## config.mk

```make
export PLATFORM = sky130hd
export DESIGN_NAME = regs_sb
export DESIGN_NICKNAME = d
export VERILOG_FILES = /design/src/rtl/regs_sb.sv
export SDC_FILE = /design/constraint.sdc
export NUM_CORES = 1
export LEC_CHECK = 0
export ABC_AREA = 1
export CORE_AREA = 2 2 91 93
export DETAILED_ROUTE_END_ITERATION = 7
export DIE_AREA = 0 0 93 95
export DONT_BUFFER_PORTS = 1
export PLACE_DENSITY = 0.6
export SLEW_MARGIN = 10
export SYNTH_ARGS = -nofsm -noshare
export SYNTH_HDL_FRONTEND = slang
export SYNTH_SLANG_ARGS = --single-unit
export TNS_END_PERCENT = 5
```

## constraint.sdc

```tcl
create_clock -name clk -period 2.3 [get_ports clk]
set_input_delay 0.23 -clock clk [delete_from_list [all_inputs] [get_ports clk]]
set_output_delay 0.23 -clock clk [all_outputs]
set_load 0.01 [all_outputs]
```

## src/rtl/regs_sb.sv

```systemverilog
// Register file with operand issue, tagged write-back and a per-register busy
// scoreboard that holds off instructions touching registers awaiting a result.
module regs_sb #(
  parameter int NUM_REGS = 4,
  parameter int DATA_W   = 8,
  localparam int ADDR_W  = $clog2(NUM_REGS),
  localparam int INSTR_W = 2 + 2 * ADDR_W
) (
  input  logic                clk,
  input  logic                rst,
  input  logic                main_enable,
  input  logic [INSTR_W-1:0]  instr,
  input  logic                instr_valid,
  output logic                instr_ready,
  input  logic [DATA_W-1:0]   data_in,
  output logic                alu_valid,
  output logic [DATA_W-1:0]   op_a,
  output logic [DATA_W-1:0]   op_b,
  output logic [ADDR_W-1:0]   alu_tag,
  input  logic                res_valid,
  input  logic [ADDR_W-1:0]   res_tag,
  input  logic [DATA_W-1:0]   res_data,
  input  logic [ADDR_W-1:0]   rd_addr,
  output logic [DATA_W-1:0]   rd_data,
  output logic [NUM_REGS-1:0] busy,
  output logic                err
);

  localparam logic [1:0] OP_NOP   = 2'b00;
  localparam logic [1:0] OP_LOAD  = 2'b01;
  localparam logic [1:0] OP_ISSUE = 2'b10;
  localparam logic [1:0] OP_CLR   = 2'b11;

  logic [DATA_W-1:0]   regs_reg  [NUM_REGS];
  logic [DATA_W-1:0]   regs_next [NUM_REGS];
  logic [NUM_REGS-1:0] busy_reg, busy_next;
  logic                err_reg;
  logic                alu_valid_reg;
  logic [DATA_W-1:0]   op_a_reg, op_b_reg;
  logic [ADDR_W-1:0]   alu_tag_reg;

  logic [1:0]        op;
  logic [ADDR_W-1:0] ra, rb;
  logic              hazard, accept;
  logic              do_load, do_clr, do_issue;
  logic              wb_hit, wb_miss;

  assign op = instr[INSTR_W-1 -: 2];
  assign ra = instr[2*ADDR_W-1 -: ADDR_W];
  assign rb = instr[ADDR_W-1:0];

  // Hazards look only at the registered busy bits: a result retiring this
  // cycle unblocks the waiting instruction one cycle later (no bypass).
  always_comb begin
    hazard = 1'b0;
    case (op)
      OP_LOAD, OP_CLR: hazard = busy_reg[ra];
      OP_ISSUE:        hazard = busy_reg[ra] | busy_reg[rb];
      default:         hazard = 1'b0;
    endcase
  end

  assign instr_ready = main_enable && !hazard;
  assign accept      = instr_valid && instr_ready;
  assign do_load     = accept && (op == OP_LOAD);
  assign do_clr      = accept && (op == OP_CLR);
  assign do_issue    = accept && (op == OP_ISSUE);
  assign wb_hit      = res_valid &&  busy_reg[res_tag];
  assign wb_miss     = res_valid && !busy_reg[res_tag];

  // An accepted instruction never targets a busy register while a write-back
  // always does, so the per-register updates below cannot collide.
  generate
    for (genvar gi = 0; gi < NUM_REGS; gi++) begin : g_reg
      localparam logic [ADDR_W-1:0] IDX = ADDR_W'(gi);
      logic wb_sel, ra_sel;
      assign wb_sel = wb_hit && (res_tag == IDX);
      assign ra_sel = (ra == IDX);
      assign busy_next[gi] = (busy_reg[gi] && !wb_sel) || (do_issue && ra_sel);
      assign regs_next[gi] = wb_sel             ? res_data :
                             (do_load && ra_sel) ? data_in  :
                             (do_clr  && ra_sel) ? '0       : regs_reg[gi];
    end
  endgenerate

  always_ff @(posedge clk) begin
    if (!rst) begin
      for (int i = 0; i < NUM_REGS; i++) regs_reg[i] <= '0;
      busy_reg <= '0;
      err_reg  <= 1'b0;
    end else begin
      for (int i = 0; i < NUM_REGS; i++) regs_reg[i] <= regs_next[i];
      busy_reg <= busy_next;
      if (wb_miss) err_reg <= 1'b1;
    end
  end

  always_ff @(posedge clk) begin
    if (!rst) begin
      alu_valid_reg <= 1'b0;
      op_a_reg      <= '0;
      op_b_reg      <= '0;
      alu_tag_reg   <= '0;
    end else begin
      alu_valid_reg <= do_issue;
      if (do_issue) begin
        op_a_reg    <= regs_reg[ra];
        op_b_reg    <= regs_reg[rb];
        alu_tag_reg <= ra;
      end
    end
  end

  assign alu_valid = alu_valid_reg;
  assign op_a      = op_a_reg;
  assign op_b      = op_b_reg;
  assign alu_tag   = alu_tag_reg;
  assign rd_data   = regs_reg[rd_addr];
  assign busy      = busy_reg;
  assign err       = err_reg;

endmodule

```

==> results.tsv, run 1 <==
metric	value	unit
num_antenna_cells	0	
r2r-end	regs_reg[1][1]	
run_status	finished, final reports clean	
stdcell_area	3360	um2
syn-mean-instance-area	7.38	um2
clockBufferDepth	2	
sequential_cell_area	1440	um2
netlist.top_cell.by_area	sky130_fd_sc_hd__edfxtp_1	
finalHoldViolations	0	
synth.top_cell.area_share	30.3	%
cts_root_cell	sky130_fd_sc_hd__clkbuf_8	
area_growth	6.20	%
max-slew-margin-rel	66.3	%
cts-buffers-inserted	5	
p_leak	1.29	nW
drt_wl_total	8690	um
routedWlPerCell	16.3	um
setup_viol_count_final	0	
grt_overflow	0	
fp-row-count	33	
clock-skew-final	16.2	ps
synth_seq_cells	56	
detailedPlacementHpwl	6740	um
multiInputGateArea	1470	um2
tritoncts	built	
global_route_wire_length_before_repair	14400	um
timing.critical_path.depth	6	
worst_setup_path_end_kind	flop	
timing.hold.worst.start	rst	
cp_slowest_stage_delay	430	ps
global_route.usage.total	20.7	%
synth.top_cells.by_area	sky130_fd_sc_hd__edfxtp_1, sky130_fd_sc_hd__dfxtp_1, sky130_fd_sc_hd__a21oi_1	
dieWidth	93	um
power_density	559	nW/um2
timing.reg2reg.setup_slack	330	ps
irDropWorstVdd	0.233	mV
rsz0062_at_grt	no	
async_reset_ff_share	0	%
grt_antenna_before_repair	0	
ys_seq_area_share	45.5	%
num_vias	2942	
max_freq	506	MHz
core_region_area	7930	um2
htreeDepth	2	
layout.cells.most_common_list	sky130_fd_sc_hd__nor2_1, sky130_fd_sc_hd__a21oi_1, sky130_fd_sc_hd__o21ai_0	
cells_along_the_critical_path	inv_1 > nor3_1 > nor3_1 > nor2_1 > nand3_1 > nand3_1	
nNetsFinal	457	
critical_path_peak_fanout	8	
grt_start_max_net_pins	33	
drt-pass1-iter-count	5	
syn_area	3170	um2
synth_ff_type	sky130_fd_sc_hd__edfxtp_1	
cts.clk_slew.worst_paths	110	ps
element_type_at_the_critical_path_start	flop	
fillers	840	
whs_path_depth	1	
drc	0	
final_min_period_over_clock_period	85.9	%
initialDrtViolationCount	176	
critical_path_buf_inv_count	1	
clock-sinks	56	
hold_bufs_at_cts	0	
postSynthNetCount	460	
vias_in_the_first_global_route	2739	
reg2regPathDepth	6	
clock_period_minus_final_worst_setup_slack	1970	ps
critical_path_class	reg2reg	
post_cts_repair_resize_count	0	
timing_worst_slew_pin_value	505	ps
crit_required	2280	ps
final_layout_size_suffix_gt1_share	8.20	%
io_buffer_count	0	
final_antenna_net_count	0	
synth_cell_type_count	27	
fp.dieH	95	um
finalMaxSlewViolations	0	
worstReg2RegStart	busy[2]	
ioPinCount	64	
drv_cap	0	
setup_tns_final	0	ps
die_area	8840	um2
placed_cell_area	3280	um2
startpoint	busy[2]	
clock_latency	320	ps
timing.hold.worst.class	in2reg	
synth_edf_count	32	
cp_top_family	simple AND/OR/NAND/NOR gates	
netlist_instances	429	
whs_endpoint	err	
initial_utilization	40.0	%
ratio_of_routed_vias_to_standard_cells	5.53	
finalWeightedCongestion	0.950	
yosysWarningCount	0	
post_cts.repair.setup_buffers	0	
largest_reg_flops	32	
cp_slowest_cell	sky130_fd_sc_hd__dfxtp_1	
holdWs	17.6	ps
layout.cells.most_common	sky130_fd_sc_hd__nor2_1	
cp_data_arrival_time	1960	ps
-- layout make-up --
cell class                      count  share of cell area [%]
Clock buffer                        6                    2.16
Clock inverter                      2                   0.483
Inverter                           43                    4.80
Multi-Input combinational cell    311                    43.8
Sequential cell                    56                    42.8
Tap cell                          105                    3.90
Timing Repair Buffer                9                    2.01
-- layer usage --
metal | wire, um | part of all wire [%] | global-route usage, %
met4 | 165 | 1.9 | 7.23
met3 | 600 | 6.9 | 3.43
met2 | 4010 | 46 | 33.6
met1 | 3920 | 45 | 28.1
met5 | 0 | 0 | 0
-- cells in the mapped netlist, types with 3 or more instances --
cell type	instances
sky130_fd_sc_hd__edfxtp_1	32
sky130_fd_sc_hd__nor2_1	95
sky130_fd_sc_hd__buf_2	7
sky130_fd_sc_hd__dfxtp_1	24
sky130_fd_sc_hd__a22oi_1	4
sky130_fd_sc_hd__o211ai_1	4
sky130_fd_sc_hd__nor2_2	6
sky130_fd_sc_hd__a21oi_1	74
sky130_fd_sc_hd__inv_2	4
sky130_fd_sc_hd__nor3_1	3
sky130_fd_sc_hd__clkbuf_1	9
sky130_fd_sc_hd__o21ai_0	51
sky130_fd_sc_hd__nand3_1	14
sky130_fd_sc_hd__a221oi_1	4
sky130_fd_sc_hd__nand2_1	32
sky130_fd_sc_hd__nand2_2	6
sky130_fd_sc_hd__o21ai_1	6
sky130_fd_sc_hd__o22ai_1	7
sky130_fd_sc_hd__inv_1	39
-- through the flow --
stage | utilization, % | setup WS [ps] | power, mW | cells
global route | 42.4 | 118 | 1.96 | 532
finish | 42.4 | 325 | 1.88 | 532
detailed placement | 41.3 | 347 | 1.34 | 524
CTS | 42.4 | 344 | 1.89 | 532
global placement | 41.3 | 427 | 1.34 | 524
floorplan | - | 528 | 1.30 | 429
-- where the power goes --
part           internal, mW  total, mW  switching (mW)  leakage [nW]
Combinational        0.0597      0.192           0.132         0.725
Clock                 0.218      0.564           0.346        0.0414
Sequential             1.09       1.13          0.0340         0.525
-- worst max-delay path by stage --
stage | to | slack (ps)
final | regs_reg[1][1] | 330
after CTS | regs_reg[1][2] | 340
after global placement | regs_reg[3][3] | 430
after global routing | regs_reg[1][2] | 120
after detailed placement | regs_reg[1][2] | 350
after floorplan | regs_reg[0][0] | 530
-- kinds of logic (layout without fill, tap and decap cells) --
group | count (synthesis) | count (layout) | synth area share, %
AO/OA/AOI/OAI | 151 | 151 | 25.3
AND/OR/NAND/NOR | 160 | 160 | 21.2
flip-flops | 56 | 56 | 45.5
buffers and inverters | 62 | 60 | 7.98
Power figures use the tool's default switching activity.
==> run 2: changes to the inputs <==
Settings changed: CORE_AREA 2 2 91 93 to 2 2 116 118, CTS_CLUSTER_SIZE from default to 40, DIE_AREA 0 0 93 95 to 0 0 118 120, PLACE_DENSITY 0.6 to 0.43.
==> run 2 against run 1 <==
Effect of this change: maximum frequency rose by 2.0%; cell count rose by 14%; critical path depth up 5; clock power increased by 37%; first-iteration DRC count decreased by 1.7%; via count fell by 1.8%; critical path type unchanged; largest power group unchanged.
==> results.tsv, run 2 (synthesis results as in run 1) <==
metric	value	unit	change
clock-sinks	56		unchanged
cellInternalPower	1.56	mW	was 1.37 mW
crit_required	2260	ps	was 2280 ps
hold_bufs_at_cts	0		unchanged
pre_cts_ws	384	ps	was 347 ps
multiInputGateArea	1470	um2	unchanged
vias_in_the_first_global_route	2694		was 2739
largest_reg_flops	32		unchanged
fillers	1480		was 840
rsz0062_at_grt	no		unchanged
clock_latency	300	ps	was 320 ps
element_type_at_the_critical_path_start	flop		unchanged
clockBufferDepth	2		unchanged
num_antenna_cells	0		unchanged
post_cts.repair.setup_buffers	0		unchanged
drv_cap	0		unchanged
swShare	25.6	%	was 27.2%
routedWlPerCell	16.5	um	was 16.3 um
layout.cells.most_common	sky130_fd_sc_hd__nor2_1		unchanged
nNetsFinal	458		was 457
timing.hold.worst.class	in2reg		unchanged
clock_period_minus_final_worst_setup_slack	1940	ps	was 1970 ps
whs_endpoint	err		unchanged
cts-buffers-inserted	5		unchanged
reg2regPathDepth	11		was 6
max_freq	517	MHz	was 506 MHz
worst_setup_path_end_kind	flop		unchanged
max-slew-margin-rel	65.7	%	was 66.3%
finalWorstSetupSlack	365	ps	was 325 ps
irDropWorstVdd	0.275	mV	was 0.233 mV
initialDrtViolationCount	173		was 176
grt_start_max_net_pins	33		unchanged
critical_path_class	reg2reg		unchanged
sequential_cell_area	1440	um2	unchanged
finalHoldViolations	0		unchanged
finalWeightedCongestion	0.833		was 0.950
whs_path_depth	1		unchanged
detailedPlacementHpwl	7890	um	was 6740 um
initial_utilization	24.4	%	was 40.0%
cp_data_arrival_time	1890	ps	was 1960 ps
run_status	finished, final reports clean		unchanged
grt_antenna_before_repair	0		unchanged
timing.reg2reg.setup_slack	360	ps	was 330 ps
timing_worst_slew_pin_value	513	ps	was 505 ps
die_area	14200	um2	was 8840 um2
fp.dieH	120	um	was 95 um
dieWidth	118	um	was 93 um
layout.core_utilization	27.2	%	was 42.4%
power.share.clock	36.6	%	was 30.0%
final_min_period_over_clock_period	84.1	%	was 85.9%
post_cts_repair_resize_count	0		unchanged
ioPinCount	64		unchanged
final_layout_size_suffix_gt1_share	8.41	%	was 8.20%
timing.hold.worst.start	rst		unchanged
cts_root_cell	sky130_fd_sc_hd__clkbuf_16		was sky130_fd_sc_hd__clkbuf_8
global_route.usage.total	14.4	%	was 20.7%
fp-row-count	42		was 33
layout.cells.most_common_list	sky130_fd_sc_hd__nor2_1, sky130_fd_sc_hd__a21oi_1, sky130_fd_sc_hd__o21ai_0		unchanged
ratio_of_routed_vias_to_standard_cells	4.78		was 5.53
cts.clk_slew.worst_paths	80	ps	was 110 ps
switching_power	538	uW	was 512 uW
holdWs	49.9	ps	was 17.6 ps
num_vias	2889		was 2942
worstReg2RegStart	busy[3]		was busy[2]
clock-skew-final	8.85	ps	was 16.2 ps
power.total	2.10	mW	was 1.88 mW
combinational_power_share	9.6	%	was 10.2%
io_buffer_count	0		unchanged
drc	0		unchanged
global_route_wire_length_before_repair	15900	um	was 14400 um
setup_viol_count_final	0		unchanged
setup_tns_final	0	ps	unchanged
final_antenna_net_count	0		unchanged
finalMaxSlewViolations	0		unchanged
power_density	595	nW/um2	was 559 nW/um2
grt_overflow	0		unchanged
area_growth	11.4	%	was 6.20%
r2r-end	regs_reg[1][0]		was regs_reg[1][1]
critical_path_peak_fanout	8		unchanged
core_region_area	13000	um2	was 7930 um2
tritoncts	built		unchanged
p_leak	1.33	nW	was 1.29 nW
sequentialPowerShare	53.8	%	was 59.9%
htreeDepth	2		unchanged
drt_wl_total	9940	um	was 8690 um
drt-pass1-iter-count	4		was 5
[run 2: cell count changes in the layout (fill, tap and decap cells not counted), sizes merged]
cell  change
buf       +1
[run 2: per-stage QoR]
step                cell area [um2]  std cells
floorplan                      3170        429
global placement               3380        596
detailed placement             3380        596
CTS                            3530        604
global route                   3530        604
finish                         3530        604
[run 2: layout make-up]
type / count / area share [%]
Sequential cell: 56 / 40.8
Tap cell: 176 / 6.24
Inverter: 43 / 4.57
Timing Repair Buffer: 10 / 2.48
Clock inverter: 2 / 0.461
Multi-Input combinational cell: 311 / 41.8
Clock buffer: 6 / 3.65
[run 2: worst max-delay path by stage]
stage	from	endpoint	slack (ps)
floorplan	busy[3]	regs_reg[0][0]	530
global placement	busy[3]	regs_reg[2][1]	430
detailed placement	busy[2]	regs_reg[1][2]	380
CTS	busy[1]	regs_reg[1][2]	360
global route	busy[0]	regs_reg[1][0]	140
finish	busy[3]	regs_reg[1][0]	360
[run 2: critical path: stages (launching register included)]
cell and delay [ps]:
sky130_fd_sc_hd__dfxtp_1 370, sky130_fd_sc_hd__inv_1 100, sky130_fd_sc_hd__nand2_1 60, sky130_fd_sc_hd__nand3_1 70, sky130_fd_sc_hd__nand2_1 50, sky130_fd_sc_hd__nand2_1 50, sky130_fd_sc_hd__nand2_1 40, sky130_fd_sc_hd__nand2_1 100
sky130_fd_sc_hd__nand2_2 90, sky130_fd_sc_hd__nor2_2 160, sky130_fd_sc_hd__o211ai_1 160, sky130_fd_sc_hd__nand3_1 340
[run 2: power groups by stage]
stage	Combinational (mW)	Sequential [mW]	Clock, mW
6_report	0.202	1.13	0.770
5_1_grt	0.228	1.13	0.835
4_1_cts	0.203	1.13	0.804
3_5_place_dp	0.202	1.15	0
3_3_place_gp	0.201	1.15	0
2_1_floorplan	0.161	1.14	0
[run 2: per-layer routing]
metal  up-vias  share of wire (%)  GRT usage (%)
met4         0               0.99           3.16
met2        91                 42           21.5
met5         -                  0              0
met3         9                5.4           3.04
li1       1460                  -              -
met1      1329                 51           21.1
==> run 3: changes to the inputs <==
Clock period 2.3 ns to 2 ns, I/O delays scaled along.
==> run 3 against run 2 <==
Effect of this change: clock-buffer cell count down 1; power up 16%; critical path depth unchanged; sequential cell count unchanged; maximum frequency up 6.4%; first-iteration DRC count up 5.2%; worst setup slack worse by 180 ps; clock power up 18%; non-clock buffer count up 8; final area up 2.3%; clock skew down 1.6 ps; via count up 0.93%; critical path type unchanged; critical endpoint is now regs_reg[2][6]; highest routed layer unchanged.
==> results.tsv, run 3 (synthesis results as in run 1) <==
metric	value	unit	change
final_min_period_over_clock_period	91.0	%	was 84.1%
ioPinCount	64		unchanged
cts-buffers-inserted	5		unchanged
global_route.usage.total	14.5	%	was 14.4%
max-slew-margin-rel	64.7	%	was 65.7%
final_layout_size_suffix_gt1_share	11.7	%	was 8.41%
top_usage_layer	met2		unchanged
holdWs	21.7	ps	was 49.9 ps
num_vias	2916		was 2889
cp_common_cell	sky130_fd_sc_hd__nand2_1		unchanged
clock_latency	300	ps	about the same
cts.clk_slew.worst_paths	80	ps	about the same
die_area	14200	um2	unchanged
setup_viol_count_final	0		unchanged
largest_reg_flops	32		unchanged
initial_utilization	24.4	%	unchanged
run_status	finished, final reports clean		unchanged
critical_path_buf_inv_count	1		unchanged
tritoncts	built		unchanged
worst_setup_path_end_kind	flop		unchanged
nNetsFinal	466		was 458
grt_antenna_before_repair	0		unchanged
rsz0062_at_grt	yes		was no
global_route.usage.met1	21.5	%	was 21.1%
ratio_of_routed_vias_to_standard_cells	4.76		was 4.78
timing.hold.worst.class	in2reg		unchanged
num_antenna_cells	0		unchanged
clock_period_minus_final_worst_setup_slack	1820	ps	was 1940 ps
clock-skew-final	7.28	ps	was 8.85 ps
layout.cells.most_common	sky130_fd_sc_hd__nor2_1		unchanged
drc	0		unchanged
initialDrtViolationCount	182		was 173
drv_cap	0		unchanged
global_route_wire_length_before_repair	16100	um	was 15900 um
max_freq	550	MHz	was 517 MHz
vias_in_the_first_global_route	2760		was 2694
dieWidth	118	um	unchanged
critical_path_class	reg2reg		unchanged
routedWlPerCell	16.4	um	was 16.5 um
post_cts.repair.setup_buffers	0		unchanged
fp.dieH	120	um	unchanged
htreeDepth	2		unchanged
layout.cells.most_common_list	sky130_fd_sc_hd__nor2_1, sky130_fd_sc_hd__a21oi_1, sky130_fd_sc_hd__o21ai_0		unchanged
element_type_at_the_critical_path_start	flop		unchanged
clockBufferDepth	2		unchanged
cts_root_cell	sky130_fd_sc_hd__clkbuf_16		unchanged
clock-sinks	56		unchanged
crit_required	2160	ps	was 2260 ps
detailedPlacementHpwl	7920	um	was 7890 um
cp_top_family	simple AND/OR/NAND/NOR gates		unchanged
cells_along_the_critical_path	inv_1 > nand2_1 > nand3_1 > nand2_1 > nand2_1 > nand2_1 > nand2_1 > nand4_2 > nor2_2 > a21oi_1 > nor2_1		was inv_1 > nand2_1 > nand3_1 > nand2_1 > nand2_1 > nand2_1 > nand2_1 > nand2_2 > nor2_2 > o211ai_1 > nand3_1
finalHoldViolations	0		unchanged
groute.layer.met3.usage	2.71	%	was 3.04%
grt_start_max_net_pins	33		unchanged
grt.met2_usage	21.8	%	was 21.5%
drt-pass1-iter-count	5		was 4
cp_data_arrival_time	1980	ps	was 1890 ps
cp_slowest_cell	sky130_fd_sc_hd__nor2_2		was sky130_fd_sc_hd__dfxtp_1
final_antenna_net_count	0		unchanged
power_density	677	nW/um2	was 595 nW/um2
core_region_area	13000	um2	unchanged
finalWeightedCongestion	0.812		was 0.833
grt_overflow	0		unchanged
critical_path_peak_fanout	8		unchanged
finalMaxSlewViolations	0		unchanged
area_growth	14.0	%	was 11.4%
layout.core_utilization	27.8	%	was 27.2%
timing_worst_slew_pin_value	529	ps	was 513 ps
drt_wl_total	10100	um	was 9940 um
p_leak	1.38	nW	was 1.33 nW
timing.reg2reg.setup_slack	180	ps	was 360 ps
irDropWorstVdd	0.308	mV	was 0.275 mV
fp-row-count	42		unchanged
cp_slowest_stage_delay	360	ps	was 370 ps
io_buffer_count	0		unchanged
[run 3: final cells by class]
| type | count | area [um2] |
|---|---|---|
| inverter | 43 | 161 |
| fill | 1434 | 9370 |
| clock inverter | 3 | 22.5 |
| multi-input combinational | 311 | 1510 |
| tap | 176 | 220 |
| sequential | 56 | 1440 |
| clock buffer | 5 | 125 |
| timing repair buffer | 18 | 135 |
[run 3: path summary, 6_finish.rpt]
check / depth (start not counted) / to / start
worst max-delay path: 11 / regs_reg[2][6] / busy[3]
worst max register to register: 11 / regs_reg[2][6] / busy[3]
worst min register to register: 1 / err / err
worst min-delay path: 1 / err / rst
[run 3: per-layer routing]
| metal | vias up | wire, um |
|---|---|---|
| li1 | 1478 | - |
| met1 | 1330 | 5160 |
| met2 | 99 | 4280 |
| met3 | 9 | 513 |
| met4 | 0 | 100 |
| met5 | - | 0 |
[run 3: stage by stage]
step | cell area, um2 | setup TNS, ps | power [mW] | worst slack, ps | std cells
2_1_floorplan | 3170 | 0 | 1.49 | 228 | 429
3_3_place_gp | 3430 | 0 | 1.56 | 77.7 | 604
3_5_place_dp | 3430 | 0 | 1.56 | 59.0 | 604
4_1_cts | 3580 | 0 | 2.48 | 44.7 | 612
5_1_grt | 3610 | -15.3 | 2.57 | -15.3 | 612
6_report | 3610 | 0 | 2.44 | 181 | 612
[run 3: power breakdown]
group / leakage, nW / switching (mW) / internal [mW] / total [mW]
clock network: 0.0742 / 0.440 / 0.471 / 0.911
logic: 0.784 / 0.161 / 0.0750 / 0.236
registers: 0.525 / 0.0405 / 1.26 / 1.30
[run 3: timing repair]
action / CTS / global route
resized for setup: 0 / 7
hold buffers: 0 / 0
setup endpoints to repair: 0 / 38
